### config.mk
export PLATFORM = sky130hd
export DESIGN_NAME = aes_trace_sequencer_flat
export DESIGN_NICKNAME = d
export VERILOG_FILES = /design/src/rtl/aes_trace_sequencer_if.sv /design/src/rtl/aes_trace_sequencer.sv /design/src/flat_wrapper.sv
export SDC_FILE = /design/constraint.sdc
export NUM_CORES = 1
export LEC_CHECK = 0
export ABC_AREA = 0
export BUFFER_PORTS_ARGS = -buffer_cell sky130_fd_sc_hd__buf_2
export CORE_AREA = 3 3 316 318
export DETAILED_ROUTE_END_ITERATION = 10
export DIE_AREA = 0 0 319 321
export MAX_ROUTING_LAYER = met4
export PLACE_DENSITY = 0.49
export SLEW_MARGIN = 20
export SYNTH_ARGS = -nofsm -noshare
export SYNTH_HDL_FRONTEND = slang
export SYNTH_SLANG_ARGS = --single-unit
### constraint.sdc
create_clock -name AES_clk -period 44.3 [get_ports AES_clk]
set_input_delay 2.215 -clock AES_clk [delete_from_list [all_inputs] [get_ports AES_clk]]
set_output_delay 2.215 -clock AES_clk [all_outputs]
set_load 0.01 [all_outputs]
### src/rtl/aes_trace_sequencer_if.sv
// aes_trace_sequencer_if: handshake bundle between the trace sequencer and the AES core
interface aes_trace_sequencer_if #(
  parameter int DATA_W = 128,
  parameter int KEY_W  = 128
);
  logic              core_en;
  logic [DATA_W-1:0] core_data_in;
  logic [KEY_W-1:0]  core_key_in;
  logic [DATA_W-1:0] core_data_out;
  logic              core_valid;
  modport master (output core_en, core_data_in, core_key_in, input core_data_out, core_valid);
  modport slave  (input core_en, core_data_in, core_key_in, output core_data_out, core_valid);
endinterface

### src/rtl/aes_trace_sequencer.sv
// aes_trace_sequencer: N-encryption trace runs (fixed/LFSR/TVLA plaintext), trigger, capture, timeout
// AES_SEQ_KAT_EN adds a fixed-plaintext ciphertext self-check (kat_mismatch, kat_err_cnt)
module aes_trace_sequencer #(
  parameter int DATA_W = 128,
  parameter int KEY_W = 128,
  parameter int CNT_W = 16,
  parameter int TIMEOUT = 64,
  parameter int GAP_CYC = 15,
  parameter logic [127:0] LFSR_SEED = 128'h1
) (
  input  logic AES_clk,
  input  logic AES_rst,
  input  logic start,
  input  logic abort,
  input  logic [1:0] mode,
  input  logic [CNT_W-1:0] num_traces,
  input  logic [DATA_W-1:0] fixed_pt,
  input  logic [KEY_W-1:0] key,
  aes_trace_sequencer_if.master core,
  output logic trig,
  output logic busy,
  output logic done,
  output logic [DATA_W-1:0] ct_out,
  output logic ct_valid,
  output logic [CNT_W-1:0] trace_idx,
  output logic timeout_err
`ifdef AES_SEQ_KAT_EN
  ,
  output logic kat_mismatch,
  output logic [CNT_W-1:0] kat_err_cnt
`endif
);
  localparam int TW = $clog2((TIMEOUT > GAP_CYC ? TIMEOUT : GAP_CYC) + 1);
  typedef enum logic [2:0] {IDLE, LOAD, RUN, GAP, DONE} state_t;
  state_t state_q, state_d;
  logic [TW-1:0] cnt_q, cnt_d;
  logic [127:0] lfsr_q, lfsr_d, lfsr_nx;
  logic [DATA_W-1:0] pt_q, pt_d, din_q, din_d, ct_q, ct_d;
  logic [KEY_W-1:0] key_q, key_d;
  logic [CNT_W-1:0] n_q, n_d, idx_q, idx_d;
  logic [1:0] mode_q, mode_d;
  logic ctv_q, ctv_d, to_q, to_d, rnd;
`ifdef AES_SEQ_KAT_EN
  logic [DATA_W-1:0] ref_q, ref_d;
  logic have_q, have_d, fix_q, fix_d, mis_q, mis_d;
  logic [CNT_W-1:0] kcnt_q, kcnt_d;
`endif
  always_comb begin
    lfsr_nx = {lfsr_q[126:0], lfsr_q[127] ^ lfsr_q[125] ^ lfsr_q[100] ^ lfsr_q[98]};
    rnd = mode_q == 2'd1 || (mode_q == 2'd2 && idx_q[0]);
    state_d = state_q;
    cnt_d = (state_q == RUN || state_q == GAP) ? cnt_q + 1'b1 : '0;
    lfsr_d = lfsr_q;
    pt_d = pt_q;
    key_d = key_q;
    n_d = n_q;
    mode_d = mode_q;
    din_d = din_q;
    ct_d = ct_q;
    ctv_d = 1'b0;
    idx_d = idx_q;
    to_d = to_q;
`ifdef AES_SEQ_KAT_EN
    ref_d = ref_q;
    have_d = have_q;
    fix_d = fix_q;
    mis_d = mis_q;
    kcnt_d = kcnt_q;
`endif
    if (abort) begin
      state_d = IDLE;
      cnt_d = '0;
    end else begin
      case (state_q)
        IDLE: if (start) begin
          state_d = num_traces == '0 ? DONE : LOAD;
          lfsr_d = LFSR_SEED;
          pt_d = fixed_pt;
          key_d = key;
          n_d = num_traces;
          mode_d = mode;
          idx_d = '0;
          to_d = 1'b0;
`ifdef AES_SEQ_KAT_EN
          have_d = 1'b0;
          mis_d = 1'b0;
          kcnt_d = '0;
`endif
        end
        LOAD: begin
          state_d = RUN;
          din_d = rnd ? lfsr_nx[DATA_W-1:0] : pt_q;
          lfsr_d = rnd ? lfsr_nx : lfsr_q;
`ifdef AES_SEQ_KAT_EN
          fix_d = !rnd;
`endif
        end
        RUN: if (core.core_valid || cnt_q == TW'(TIMEOUT - 1)) begin
          state_d = GAP;
          cnt_d = '0;
          ctv_d = core.core_valid;
          to_d = to_q | ~core.core_valid;
          ct_d = core.core_valid ? core.core_data_out : ct_q;
`ifdef AES_SEQ_KAT_EN
          // the first fixed-plaintext result of a run becomes the reference
          if (core.core_valid && fix_q) begin
            have_d = 1'b1;
            ref_d = have_q ? ref_q : core.core_data_out;
            if (have_q && core.core_data_out != ref_q) begin
              mis_d = 1'b1;
              kcnt_d = &kcnt_q ? kcnt_q : kcnt_q + 1'b1;
            end
          end
`endif
        end
        GAP: if (cnt_q == TW'(GAP_CYC - 1)) begin
          idx_d = idx_q + 1'b1;
          state_d = idx_d < n_q ? LOAD : DONE;
          cnt_d = '0;
        end
        DONE: state_d = IDLE;
        default: state_d = IDLE;
      endcase
    end
  end
  always_ff @(posedge AES_clk or posedge AES_rst) begin
    if (AES_rst) begin
      state_q <= IDLE;
      cnt_q <= '0;
      lfsr_q <= LFSR_SEED;
      pt_q <= '0;
      key_q <= '0;
      n_q <= '0;
      mode_q <= '0;
      din_q <= '0;
      ct_q <= '0;
      ctv_q <= 1'b0;
      idx_q <= '0;
      to_q <= 1'b0;
`ifdef AES_SEQ_KAT_EN
      ref_q <= '0;
      have_q <= 1'b0;
      fix_q <= 1'b0;
      mis_q <= 1'b0;
      kcnt_q <= '0;
`endif
    end else begin
      state_q <= state_d;
      cnt_q <= cnt_d;
      lfsr_q <= lfsr_d;
      pt_q <= pt_d;
      key_q <= key_d;
      n_q <= n_d;
      mode_q <= mode_d;
      din_q <= din_d;
      ct_q <= ct_d;
      ctv_q <= ctv_d;
      idx_q <= idx_d;
      to_q <= to_d;
`ifdef AES_SEQ_KAT_EN
      ref_q <= ref_d;
      have_q <= have_d;
      fix_q <= fix_d;
      mis_q <= mis_d;
      kcnt_q <= kcnt_d;
`endif
    end
  end
  // core_en decodes straight from state so reset and abort drop it without a cycle of lag
  assign core.core_en = state_q == RUN;
  assign core.core_data_in = din_q;
  assign core.core_key_in = key_q;
  assign trig = state_q == RUN && cnt_q == '0;
  assign busy = state_q != IDLE;
  assign done = state_q == DONE;
  assign ct_out = ct_q;
  assign ct_valid = ctv_q;
  assign trace_idx = idx_q;
  assign timeout_err = to_q;
`ifdef AES_SEQ_KAT_EN
  assign kat_mismatch = mis_q;
  assign kat_err_cnt = kcnt_q;
`endif
endmodule

### src/flat_wrapper.sv
// flat-port wrapper written by rule: the top's interface ports become plain ports
module aes_trace_sequencer_flat 
#(
  parameter int DATA_W = 128,
  parameter int KEY_W = 128,
  parameter int CNT_W = 16,
  parameter int TIMEOUT = 64,
  parameter int GAP_CYC = 15,
  parameter logic [127:0] LFSR_SEED = 128'h1
)
  (AES_clk, AES_rst, start, abort, mode, num_traces, fixed_pt, key, trig, busy, done, ct_out, ct_valid, trace_idx, timeout_err, core_core_en, core_core_data_in, core_core_key_in, core_core_data_out, core_core_valid);
  aes_trace_sequencer_if #(.DATA_W(DATA_W), .KEY_W(KEY_W)) core_i ();
  input  logic AES_clk;
  input  logic AES_rst;
  input  logic start;
  input  logic abort;
  input  logic [1:0] mode;
  input  logic [CNT_W-1:0] num_traces;
  input  logic [DATA_W-1:0] fixed_pt;
  input  logic [KEY_W-1:0] key;
  output logic trig;
  output logic busy;
  output logic done;
  output logic [DATA_W-1:0] ct_out;
  output logic ct_valid;
  output logic [CNT_W-1:0] trace_idx;
  output logic timeout_err;
  output wire logic [$bits(core_i.core_en)-1:0] core_core_en;
  output wire logic [$bits(core_i.core_data_in)-1:0] core_core_data_in;
  output wire logic [$bits(core_i.core_key_in)-1:0] core_core_key_in;
  input wire logic [$bits(core_i.core_data_out)-1:0] core_core_data_out;
  input wire logic [$bits(core_i.core_valid)-1:0] core_core_valid;
  assign core_core_en = core_i.core_en;
  assign core_core_data_in = core_i.core_data_in;
  assign core_core_key_in = core_i.core_key_in;
  assign core_i.core_data_out = core_core_data_out;
  assign core_i.core_valid = core_core_valid;
  aes_trace_sequencer #(.DATA_W(DATA_W), .KEY_W(KEY_W), .CNT_W(CNT_W), .TIMEOUT(TIMEOUT), .GAP_CYC(GAP_CYC), .LFSR_SEED(LFSR_SEED)) u_core (.AES_clk(AES_clk), .AES_rst(AES_rst), .start(start), .abort(abort), .mode(mode), .num_traces(num_traces), .fixed_pt(fixed_pt), .key(key), .core(core_i), .trig(trig), .busy(busy), .done(done), .ct_out(ct_out), .ct_valid(ct_valid), .trace_idx(trace_idx), .timeout_err(timeout_err));
endmodule
## Word-level counts from Yosys, hierarchy flattened

Index checks and enable logic that the tools add are counted.

- Add/subtract/negate cells: 2
- Magnitude comparators: 1
- Eq/ne operators: 15
- Muxes and demuxes: 25
- Bitwise operators: 6
- Reductions and logical operators: 19

Operators with widths:

| operator | number |
|---|---|
| two-way mux 128 bit | 3 |
| one-hot mux 128 bit (2 select lines) | 1 |
| two-way mux 16 bit | 2 |
| one-hot mux 16 bit (2 select lines) | 1 |
| two-way mux 7 bit | 4 |
| two-way mux 3 bit | 6 |
| adder 16 x 1 -> 16 bit (second input constant) | 1 |
| zero test 16 bit | 1 |
| less-than comparator 16 bit | 1 |
| AND reduction 4 bit | 4 |
| one-hot mux 7 bit (2 select lines) | 1 |
| one-hot mux 3 bit (4 select lines) | 1 |
| adder 7 x 1 -> 7 bit (second input constant) | 1 |
| equality test 7 x 4 -> 1 bit (second input constant) | 1 |
| equality test 7 x 6 -> 1 bit (second input constant) | 1 |
| zero test 7 bit | 1 |
| equality test 3 x 2 -> 1 bit (second input constant) | 2 |
| != test 3 bit (second input constant) | 2 |
| AND reduction 3 bit | 2 |
| nonzero test 2 bit | 3 |
| two-way mux 1 bit | 5 |
| != test 2 x 1 -> 1 bit (second input constant) | 2 |
| != test 2 bit (second input constant) | 2 |
| equality test 3 x 1 -> 1 bit (second input constant) | 1 |
| other kinds (13) | 19 |

- Flip-flop bits (word level): 686
- Bits of input ports: 407
- Output and inout bits: 406
- Word-level logic and storage cells: 80

## Depth between registers and ports, before layout

Gate-level depths: netlist of run 1.

- Depth in word-level cells: 6
- Mapped depth: 11
- Gate-level depth less buffers: 11

## Worst setup path before layout of run 1

OpenSTA, ideal clock, no wires.

- Path kind: input -> register
- Start: in abort
- End: reg u_core.lfsr_q[10]
- Arrival: 3366 ps
- Required time: 44168 ps
- Slack: 40802 ps
- Stages: 7
- Buffers on the path: 3
- Path through: or3_1 -> a211o_1 -> buf_2 -> buf_4 -> buf_2 -> nand2_1 -> o21ai_1

- Cells in the longest elaborated chain, start to end: 2

RTL lines:

| what | RTL line | text |
|---|---|---|
| start, declared | flat_wrapper.sv:16 | `input logic abort;` |
| NOT 1 bit (no source line) | n/a |  |
| AND reduction 4 bit (no source line) | n/a |  |
| end signal, assigned | aes_trace_sequencer.sv:150 | `lfsr_q <= lfsr_d;` |
| end, declared | aes_trace_sequencer.sv:37 | `logic [127:0] lfsr_q, lfsr_d, lfsr_nx;` |

No other way between the ends.
A chain may end at the register's enable or synchronous reset.

==> flow_summary_export.csv, run 1 <==
group,metric,value,unit
setup_path,cp-start-kind,"input port",
global_route,grt_pass1_vias,21982,
drt,route.detailed.drc,0,
finish,final_common_cell,"nand2_1",
setup_path,crit_fanout,111,
finish,nNetsFinal,3956,
finish,multiInputGateArea,9840,µm²
sta,fin_crit_sh,0.124,
hold_path,min_from,"u_core.core.core_key_in[121]$_DFFE_PP0P_",
cts,cts_buffers,82,
setup_path,cp-end-kind,"asynchronous set/reset pin",
cts,post_cts_resize_count,0,
drt,dr_total_vias,21564,
flow_run,max_cap_viol_count,0,
power,vdd_ir_drop_max,0.0000267,V
power,power.leakage,18.9,nW
place,gp_congestion,0.842,
cts,clockRootBuffer,"clkbuf_16",
setup_path,timing.rr.start,"u_core.state_q[0]$_DFFE_PP0P_",
floorplan,dieHeight,321,µm
global_route,grt_first_pass_wirelength,144,mm
floorplan,die_area,102000,µm²
cts,cts_buffer_depth,3,
finish,fillCellCount,9949,
drt,drtIter0Drc,1202,
global_route,antenna_found_initial,32,
cts,clk_pin_slew,50,ps
finish,post-route-util,0.370,
setup_path,reg2reg_to,"u_core.core.core_data_in[33]$_DFFE_PP0P_",
floorplan,die_w,319,µm
yosys,seq_area_frac_synth,0.617,
hold_path,min_to,"u_core.core.core_key_in[121]$_DFFE_PP0P_",
setup_path,reg2reg_depth,6,
drt,ant_nets,0,
drt,viasPerCell,4.41,
global_route,grt-ovfl-total,0,
power,power_density,69.7,nW/µm²
cts,clkLatencyLatePin,630,ps
floorplan,core,96900,µm²
sta,finalSetupTns,0,ps
place,io_buffers,812,
cts,post_cts_buffers,0,
yosys,syn_inst,2773,
drt,dr.pass1.iters,5,
yosys,ys_warn_count,0,
yosys,syn-num-nets,3199,
setup_path,rrSetupSlack,40380,ps
drt,routed_wl,97.1,mm
finish,register_area,17200,µm²
sta,max_freq,182,MHz
drt,wl_per_cell,19.9,µm
hold_path,hold_depth,2,
outcome,status,"finished, final reports clean",
yosys,yosys_register_bits,686,
finish,area_delta_synth_final,28.7,%
setup_path,cp.arrival,6130,ps
global_route,grt_max_degree,112,
yosys,avgSynthCellArea,10.0,µm²
yosys,synth-main-ff-cell,"dfrtp_1",
hold_path,hold_class,"flip-flop to flip-flop",
cts,cts.sinks,686,
place,post-place-ws,37850,ps
sta,worstMarginPinSlew,1110,ps
yosys,synth_cell_types,49,
yosys,synthArstFlopShare,1.00,
sta,min_period,5500,ps
floorplan,row_count,114,
cts,ctsHoldBuffers,0,
setup_path,critPathRequiredTime,44920,ps
global_route,track_usage,0.191,
sta,worst_slack,38800,ps
yosys,synth-edff-count,0,
place,hpwl,70.8,mm
floorplan,io_pins,813,
sta,slew_violations,0,
sta,rsz0062_at_grt,"false",
yosys,netlist_area,27800,µm²
sta,finalClockSkew,25.3,ps
cts,cts_max_level,3,
sta,setup_viol,0,
finish,layout_common_cells,"nand2_1, buf_2, dfrtp_1, o21ai_0, mux2_2",
setup_path,criticalPathCategory,"input port to asynchronous set/reset pin",
cts,cts_tree,"done",
floorplan,floorplan.initialDensity,0.287,
sta,hold_viol_final,0,
sta,relSlewSlack,0.262,
finish,drive_gt1_frac,0.309,
## report_power, final
group          leakage (nW)  total, mW  switching [mW]  internal, mW
Clock                  1.37      0.695           0.270         0.425
Combinational          8.80      0.787           0.482         0.305
Sequential             8.77       1.01           0.143         0.871
Total                  18.9       2.50           0.895          1.60
## synthesized netlist by cell type, types with 5 or more instances
cell | n | share of area
nand3_1 | 10 | 0.0018
a21oi_1 | 13 | 0.0023
nor2_1 | 22 | 0.0030
xnor2_1 | 14 | 0.0044
xor2_1 | 6 | 0.0019
nand4_1 | 7 | 0.0016
buf_2 | 78 | 0.014
ha_1 | 19 | 0.0085
o31ai_1 | 9 | 0.0024
dfrtp_1 | 685 | 0.62
nand2_1 | 1191 | 0.16
inv_1 | 26 | 0.0035
buf_1 | 6 | 0.00081
mux2i_1 | 128 | 0.046
and3_1 | 5 | 0.0011
o21ai_1 | 49 | 0.0088
mux2_2 | 128 | 0.052
o21ai_0 | 245 | 0.044
buf_4 | 12 | 0.0032
clkbuf_1 | 71 | 0.0096
## critical path: stages
cell	delay (ps)
buf_2	130
inv_8	490
buf_4	740
buf_4	810
buf_4	720
buf_4	840
## cell type report
type / instances / share of cell area
Clock inverter: 22 / 0.00852
Tap cell: 1276 / 0.0446
Clock buffer: 124 / 0.0691
Antenna cell: 22 / 0.00154
Sequential cell: 686 / 0.479
Inverter: 26 / 0.00293
Multi-Input combinational cell: 1894 / 0.275
Timing Repair Buffer: 840 / 0.119
## metrics by stage
step	instance area, µm²	power (mW)	cells	hold WS (ps)
finish	35800	2.50	4890	468
global route	35800	2.66	4890	488
CTS	35800	2.54	4868	472
detailed placement	33000	1.83	4722	458
global placement	33000	1.82	4722	455
floorplan	27800	1.45	2773	445
## per-layer routing
metal | wire length (µm) | vias up | track usage
li1 | - | 10542 | -
met1 | 41900 | 10369 | 0.238
met2 | 47200 | 526 | 0.311
met3 | 5750 | 127 | 0.0479
met4 | 2260 | 0 | 0.0492
met5 | 0 | - | -
## flip-flops by register name, summed over array words and instances (netlist names)
register                  flops
u_core.cnt_q                  7
u_core.core.core_data_in    128
u_core.core.core_key_in     128
u_core.ct_out               128
u_core.ct_valid               1
u_core.lfsr_q               128
u_core.mode_q                 2
u_core.n_q                   16
u_core.pt_q                 128
u_core.state_q                3
u_core.timeout_err            1
u_core.trace_idx             16
## worst max path at each step
stage / start / to / slack (ps)
6_report: AES_rst / u_core.ct_out[97]$_DFFE_PP0P_ / 38800
5_1_grt: AES_rst / u_core.ct_out[121]$_DFFE_PP0P_ / 38150
4_1_cts: AES_rst / u_core.core.core_key_in[117]$_DFFE_PP0P_ / 38570
3_5_place_dp: AES_rst / u_core.core.core_key_in[108]$_DFFE_PP0P_ / 37850
3_3_place_gp: AES_rst / u_core.core.core_key_in[105]$_DFFE_PP0P_ / 37860
2_1_floorplan: AES_rst / u_core.cnt_q[0]$_DFF_PP0_ / 22850
## cells by family (layout without fill, tap and decap cells)
group | after synthesis | in the layout | share of synthesized area
AOI/OAI and AO/OA | 331 | 331 | 0.0618
xor gates and xnor gates | 20 | 20 | 0.00630
adders and majority gates | 19 | 19 | 0.00854
buffers and inverters | 193 | 1012 | 0.0312
DFF | 686 | 686 | 0.617
muxes | 256 | 256 | 0.0979
other | 0 | 22 | 0
and+or+nand+nor | 1268 | 1268 | 0.177
Note: power is estimated with default switching activity, not from simulation.
==> inputs of run 2 (changes only) <==
--- a/config.mk
+++ b/config.mk
@@ -5,13 +5,13 @@
 export SDC_FILE = /design/constraint.sdc
 export NUM_CORES = 1
 export LEC_CHECK = 0
-export ABC_AREA = 0
+export ABC_AREA = 1
 export BUFFER_PORTS_ARGS = -buffer_cell sky130_fd_sc_hd__buf_2
-export CORE_AREA = 3 3 316 318
+export CORE_AREA = 3 3 313 315
 export DETAILED_ROUTE_END_ITERATION = 10
-export DIE_AREA = 0 0 319 321
+export DIE_AREA = 0 0 316 318
 export MAX_ROUTING_LAYER = met4
-export PLACE_DENSITY = 0.49
+export PLACE_DENSITY = 0.52
 export SLEW_MARGIN = 20
 export SYNTH_ARGS = -nofsm -noshare
 export SYNTH_HDL_FRONTEND = slang
==> constraint.sdc (replaced) <==
create_clock -name AES_clk -period 4.8 [get_ports AES_clk]
set_input_delay 0.24 -clock AES_clk [delete_from_list [all_inputs] [get_ports AES_clk]]
set_output_delay 0.24 -clock AES_clk [all_outputs]
set_load 0.01 [all_outputs]
==> run 2 against run 1 <==
Against the previous run:
- hold slack worse by 390 ps
- worst setup slack got worse by 37000 ps
- die area down 1.9%
- via count grew 19%
- synthesized cell count up 17%
- global-route usage increased by 1.5 points
- clock power rose to 9.2 times the previous value
- clock skew rose by 12 ps
- flip-flop and latch count unchanged
- non-clock buffer count grew 409
- largest cell class unchanged
==> flow_summary_export.csv, run 2 <==
group,metric,value,unit
sta,relSlewSlack,0.103,
power,vdd_ir_drop_max,0.000374,V
cts,cts.sinks,686,
drt,route.detailed.drc,0,
sta,max_freq,333,MHz
global_route,antenna_found_initial,25,
drt,wl_per_cell,17.9,µm
setup_path,crit_fanout,80,
yosys,synthTopCellsByArea,"dfrtp_1, nand2_1, nand3_1, o21ai_1, o21ai_0",
finish,fin_cells,5737,
global_route,grt_pass1_vias,25900,
place,place_inst,5163,
yosys,synthArstFlopShare,1.00,
cts,cts_buffers,79,
sta,finalClockSkew,36.9,ps
setup_path,cp-end-kind,"flip-flop",
drt,dr.pass1.iters,5,
drt,routed_wl,103,mm
floorplan,floorplan.initialDensity,0.292,
cts,clockRootBuffer,"clkbuf_16",
cts,clk_pin_slew,60,ps
sta,worstMarginPinSlew,1340,ps
finish,final_common_cell,"nand2_1",
drt,drtIter0Drc,2034,
cts,clkLatencyLatePin,660,ps
yosys,synth_top_area_share,0.617,
setup_path,rrSetupSlack,1800,ps
sta,worst_slack,1800,ps
place,hpwl,68.3,mm
drt,dr_total_vias,25615,
yosys,synth_common_cells,"nand2_1, dfrtp_1, nor2_1",
power,power.leakage,21.7,nW
yosys,syn-num-nets,3666,
yosys,yosys_register_bits,686,
global_route,track_usage,0.206,
setup_path,criticalPathCategory,"flip-flop to flip-flop",
sta,hold_viol_final,0,
yosys,avgSynthCellArea,8.58,µm²
sta,fin_crit_sh,0.626,
yosys,synth-edff-count,0,
sta,min_period,3000,ps
place,io_buffers,812,
floorplan,die_w,316,µm
drt,ant_nets,0,
sta,rsz0062_at_grt,"false",
sta,hold_ws,77.9,ps
cts,cts_buffer_depth,3,
finish,layout_common_cells,"nand2_1, buf_2, dfrtp_1, dlygate4sd3_1, nor2_1",
finish,area_delta_synth_final,43.5,%
finish,post-route-util,0.419,
cts,post_cts_resize_count,0,
finish,fillCellCount,9471,
drt,viasPerCell,4.46,
sta,finalSetupTns,0,ps
yosys,seq_area_frac_synth,0.618,
global_route,grt_first_pass_wirelength,157,mm
floorplan,dieHeight,318,µm
finish,drive_gt1_frac,0.223,
hold_path,hold_class,"input port to flip-flop",
cts,cts_max_level,3,
cts,post_cts_buffers,0,
yosys,synth.most_common_cell,"nand2_1",
yosys,netlist_area,27800,µm²
setup_path,cp.arrival,3550,ps
sta,setup_viol,0,
power,power_density,594,nW/µm²
yosys,synth_cell_types,28,
finish,nNetsFinal,4810,
floorplan,die_area,100000,µm²
global_route,grt_max_degree,189,
floorplan,core,95200,µm²
yosys,syn_inst,3240,
outcome,status,"finished, final reports clean",
cts,cts_tree,"done",
floorplan,io_pins,813,
setup_path,cp-start-kind,"flip-flop",
yosys,ys_warn_count,0,
sta,slew_violations,0,
yosys,synth-main-ff-cell,"dfrtp_1",
place,post-place-ws,1780,ps
global_route,grt-ovfl-total,0,
flow_run,max_cap_viol_count,0,
yosys,synth_top_area_cell,"dfrtp_1",
place,gp_congestion,0.914,
setup_path,critPathRequiredTime,5350,ps
floorplan,row_count,113,
-- run 2: kinds of logic after synthesis --
group	count (synthesis)	share of synthesized area
AND/OR/NAND/NOR	1945	0.271
buffers and inverters	267	0.0414
AO/OA/AOI/OAI	307	0.0560
XOR/XNOR	16	0.00504
flip-flops	686	0.618
adder cells (fa/ha/maj)	19	0.00855
-- run 2: metrics by stage --
stage | power [mW] | instance area (µm²)
after floorplan | 13.4 | 27800
after global placement | 17.1 | 33000
after detailed placement | 17.2 | 33000
after CTS | 24.0 | 39800
after global routing | 25.3 | 39900
final | 23.7 | 39900
-- run 2: worst paths after layout --
| path | start | to | cells after the start |
|---|---|---|---|
| worst min-delay path | start | u_core.state_q[2]$_DFFE_PP0P_ | 5 |
| min in group asynchronous | AES_rst | u_core.cnt_q[4]$_DFF_PP0_ | 3 |
| max in group asynchronous | AES_rst | u_core.ct_out[55]$_DFFE_PP0P_ | 5 |
| worst max register to register | u_core.trace_idx[0]$_DFFE_PP0P_ | u_core.lfsr_q[0]$_DFFE_PP1P_ | 8 |
| worst min register to register | u_core.ct_out[34]$_DFFE_PP0P_ | u_core.ct_out[34]$_DFFE_PP0P_ | 2 |
| worst max-delay path | u_core.trace_idx[0]$_DFFE_PP0P_ | u_core.lfsr_q[0]$_DFFE_PP1P_ | 8 |
-- run 2: report_power, final --
part | total, mW | internal (mW) | switching, mW
combinational | 8.15 | 2.75 | 5.40
sequential | 9.16 | 7.93 | 1.23
clock | 6.37 | 3.78 | 2.59
-- run 2: repair_timing --
item,in CTS,in global routing
hold buffers,405,0
endpoints found under the setup margin,0,0
endpoints found under the hold margin,414,0
-- run 2: worst max-delay path: stages (launching register included) --
cell	delay (ps)
dfrtp_1	420
inv_2	70
o21ai_1	200
nand2_4	360
a21oi_4	280
buf_4	500
buf_4	780
nor2_1	70
a31oi_1	180
-- run 2: routing by layer --
| layer | routed length (µm) | track usage | vias to the layer above | share of wire |
|---|---|---|---|---|
| met5 | 0 | - | - | 0 |
| met4 | 4260 | 0.0819 | 0 | 0.042 |
| met3 | 6640 | 0.0494 | 208 | 0.065 |
| met2 | 47100 | 0.315 | 813 | 0.46 |
| met1 | 44600 | 0.263 | 12154 | 0.43 |
| li1 | - | - | 12440 | - |
-- run 2: area by class of cell --
type	instances	area, µm²	share of cell area
repair buffers	1249	8460	0.212
clock inverters	27	427	0.0107
well taps	1265	1580	0.0397
inverters	81	324	0.00813
diodes	23	57.6	0.00144
clock buffers	119	2340	0.0586
multi-input cells	2287	9520	0.239
flip-flops and latches	686	17200	0.431
==> inputs of run 3 (changes only) <==
==> constraint.sdc (replaced) <==
create_clock -name AES_clk -period 2.5 [get_ports AES_clk]
set_input_delay 0.125 -clock AES_clk [delete_from_list [all_inputs] [get_ports AES_clk]]
set_output_delay 0.125 -clock AES_clk [all_outputs]
set_load 0.01 [all_outputs]
==> run 3 against run 2 <==
Against the previous run:
- hold slack better by 3.8 ps
- sequential power is 91% higher
- first-iteration DRC count down 12%
- clock power increased by 90%
- clock skew decreased by 21 ps
- critical path depth is 6 higher
- die area did not move
- combinational power increased by 99%
- routed wire length fell by 0.83%
==> flow_summary_export.csv, run 3 (synthesis results as in run 2) <==
group,metric,value,unit
sta,slew_violations,0,
cts,cts_max_level,3,
sta,rsz0062_at_grt,"true",
power,power_frac_seq,0.383,
setup_path,timing.rr.start,"u_core.trace_idx[1]$_DFFE_PP0P_",
finish,area_delta_synth_final,46.0,%
global_route,grt-ovfl-total,0,
finish,final_common_cell,"nand2_1",
finish,register_area,17200,µm²
setup_path,crit_fanout,3,
power,p_switching,17.8,mW
finish,nNetsFinal,4863,
finish,drive_gt1_frac,0.236,
drt,viasPerCell,4.46,
flow_run,max_cap_viol_count,0,
power,pwr-share-clk,0.265,
sta,worstMarginPinSlew,1250,ps
sta,max_freq,416,MHz
hold_path,hold_depth,5,
floorplan,dieHeight,318,µm
sta,hold_viol_final,0,
drt,dr.pass1.iters,5,
finish,multiInputGateArea,9610,µm²
hold_path,hold_class,"input port to flip-flop",
floorplan,die_area,100000,µm²
power,vdd_ir_drop_max,0.000643,V
cts,cts.sinks,686,
sta,fin_crit_sh,0.962,
place,gp_congestion,0.897,
setup_path,cp-end-kind,"flip-flop",
place,io_buffers,812,
power,power.leakage,22.1,nW
setup_path,reg2reg_to,"u_core.state_q[0]$_DFFE_PP0P_",
sta,relSlewSlack,0.170,
drt,drtIter0Drc,1780,
setup_path,cp.arrival,2930,ps
drt,route.detailed.drc,0,
power,power_density,1130,nW/µm²
cts,cts_buffer_depth,3,
cts,clk_pin_slew,60,ps
global_route,grt_first_pass_wirelength,158,mm
floorplan,io_pins,813,
drt,dr_total_vias,25782,
cts,cts_buffers,81,
sta,finalClockSkew,15.9,ps
cts,post_cts_buffers,0,
finish,layout_common_cells,"nand2_1, buf_2, dfrtp_1, dlygate4sd3_1, nor2_1",
floorplan,core,95200,µm²
floorplan,die_w,316,µm
outcome,status,"finished, final reports clean",
global_route,grt_max_degree,183,
setup_path,rrSetupSlack,90,ps
cts,cts_tree,"done",
global_route,grt_pass1_vias,26400,
global_route,antenna_found_initial,17,
floorplan,row_count,113,
power,switching_share,0.387,
cts,clockRootBuffer,"clkbuf_16",
power,p_int,28.1,mW
sta,setup_viol,0,
finish,fillCellCount,9512,
drt,wl_per_cell,17.6,µm
drt,routed_wl,102,mm
setup_path,critPathRequiredTime,3030,ps
setup_path,criticalPathCategory,"flip-flop to flip-flop",
hold_path,min_from,"start",
drt,ant_nets,0,
place,hpwl,70.6,mm
hold_path,min_to,"u_core.core.core_key_in[9]$_DFFE_PP0P_",
global_route,track_usage,0.206,
setup_path,reg2reg_depth,14,
setup_path,cp-start-kind,"flip-flop",
sta,hold_ws,81.7,ps
cts,clkLatencyLatePin,650,ps
place,postPlaceCellArea,33600,µm²
floorplan,floorplan.initialDensity,0.292,
power,combPwrFrac,0.353,
sta,min_period,2410,ps
finish,final_area,40600,µm²
## run 3: changes by cell type in the layout (fill, tap and decap cells not counted), sizes merged
cell	change
bufinv	-1
buf	+46
inv	+4
clkinvlp	+2
clkinv	+1
clkbuf	-6
dlygate4sd3	+5
diode	-6
## run 3: per-stage QoR
stage / setup WS [ps] / util / TNS (ps) / total power [mW] / std cells
after global routing: -82.7 / 0.427 / -143 / 49.0 / 5782
after detailed placement: 41.7 / 0.353 / 0 / 33.5 / 5209
after floorplan: -7010 / - / -4806430 / 25.8 / 3240
after global placement: 39.4 / 0.353 / 0 / 33.4 / 5209
final: 94.6 / 0.427 / 0 / 45.9 / 5782
after CTS: 20.6 / 0.425 / 0 / 46.5 / 5765
## run 3: cell type report
cell class                      count  share of cell area
Timing Repair Buffer             1300               0.225
Antenna cell                       17             0.00105
Clock inverter                     33              0.0102
Tap cell                         1265              0.0390
Inverter                           81             0.00799
Sequential cell                   686               0.423
Clock buffer                      113              0.0573
Multi-Input combinational cell   2287               0.237
## run 3: metal layers
metal | global-route usage | part of all wire | vias up
met3 | 0.0451 | 0.064 | 181
met1 | 0.263 | 0.43 | 12267
met5 | - | 0 | -
met4 | 0.0776 | 0.035 | 0
met2 | 0.322 | 0.47 | 782
li1 | - | - | 12552
## run 3: critical path, cell delays in order, from the launching register on
cell	delay, ps
dfrtp_1	360
ha_2	210
nand3_4	90
nor3_4	220
buf_4	140
nand4_1	120
and2_4	180
ha_1	270
nand2_1	80
nor4_1	280
nand2_1	100
nand3_1	90
nand2_1	50
nand2_1	50
nand2_1	40
## run 3: worst max path at each step
stage / to / slack, ps / start / cells past startpoint
final: u_core.state_q[0]$_DFFE_PP0P_ / 90 / u_core.trace_idx[1]$_DFFE_PP0P_ / 14
after global routing: u_core.state_q[0]$_DFFE_PP0P_ / -80 / u_core.trace_idx[1]$_DFFE_PP0P_ / 16
after CTS: u_core.state_q[0]$_DFFE_PP0P_ / 20 / u_core.trace_idx[1]$_DFFE_PP0P_ / 15
after detailed placement: u_core.state_q[0]$_DFFE_PP0P_ / 40 / u_core.trace_idx[1]$_DFFE_PP0P_ / 15
after global placement: u_core.state_q[0]$_DFFE_PP0P_ / 40 / u_core.trace_idx[0]$_DFFE_PP0P_ / 15
after floorplan: u_core.cnt_q[0]$_DFF_PP0_ / -7010 / AES_rst / 1
## run 3: power groups by stage
stage               sequential, mW  clock [mW]  combinational [mW]
floorplan                     18.7           0                7.08
global placement              17.6           0                15.8
detailed placement            17.6           0                15.9
CTS                           17.5        12.5                16.5
global route                  18.0        13.0                18.0
finish                        17.5        12.1                16.2
## run 3: timing repair
action | in CTS | in global routing
endpoints found under the hold margin | 702 | 0
setup endpoints to repair | 0 | 2
hold buffers | 410 | 0
resized for setup | 0 | 21
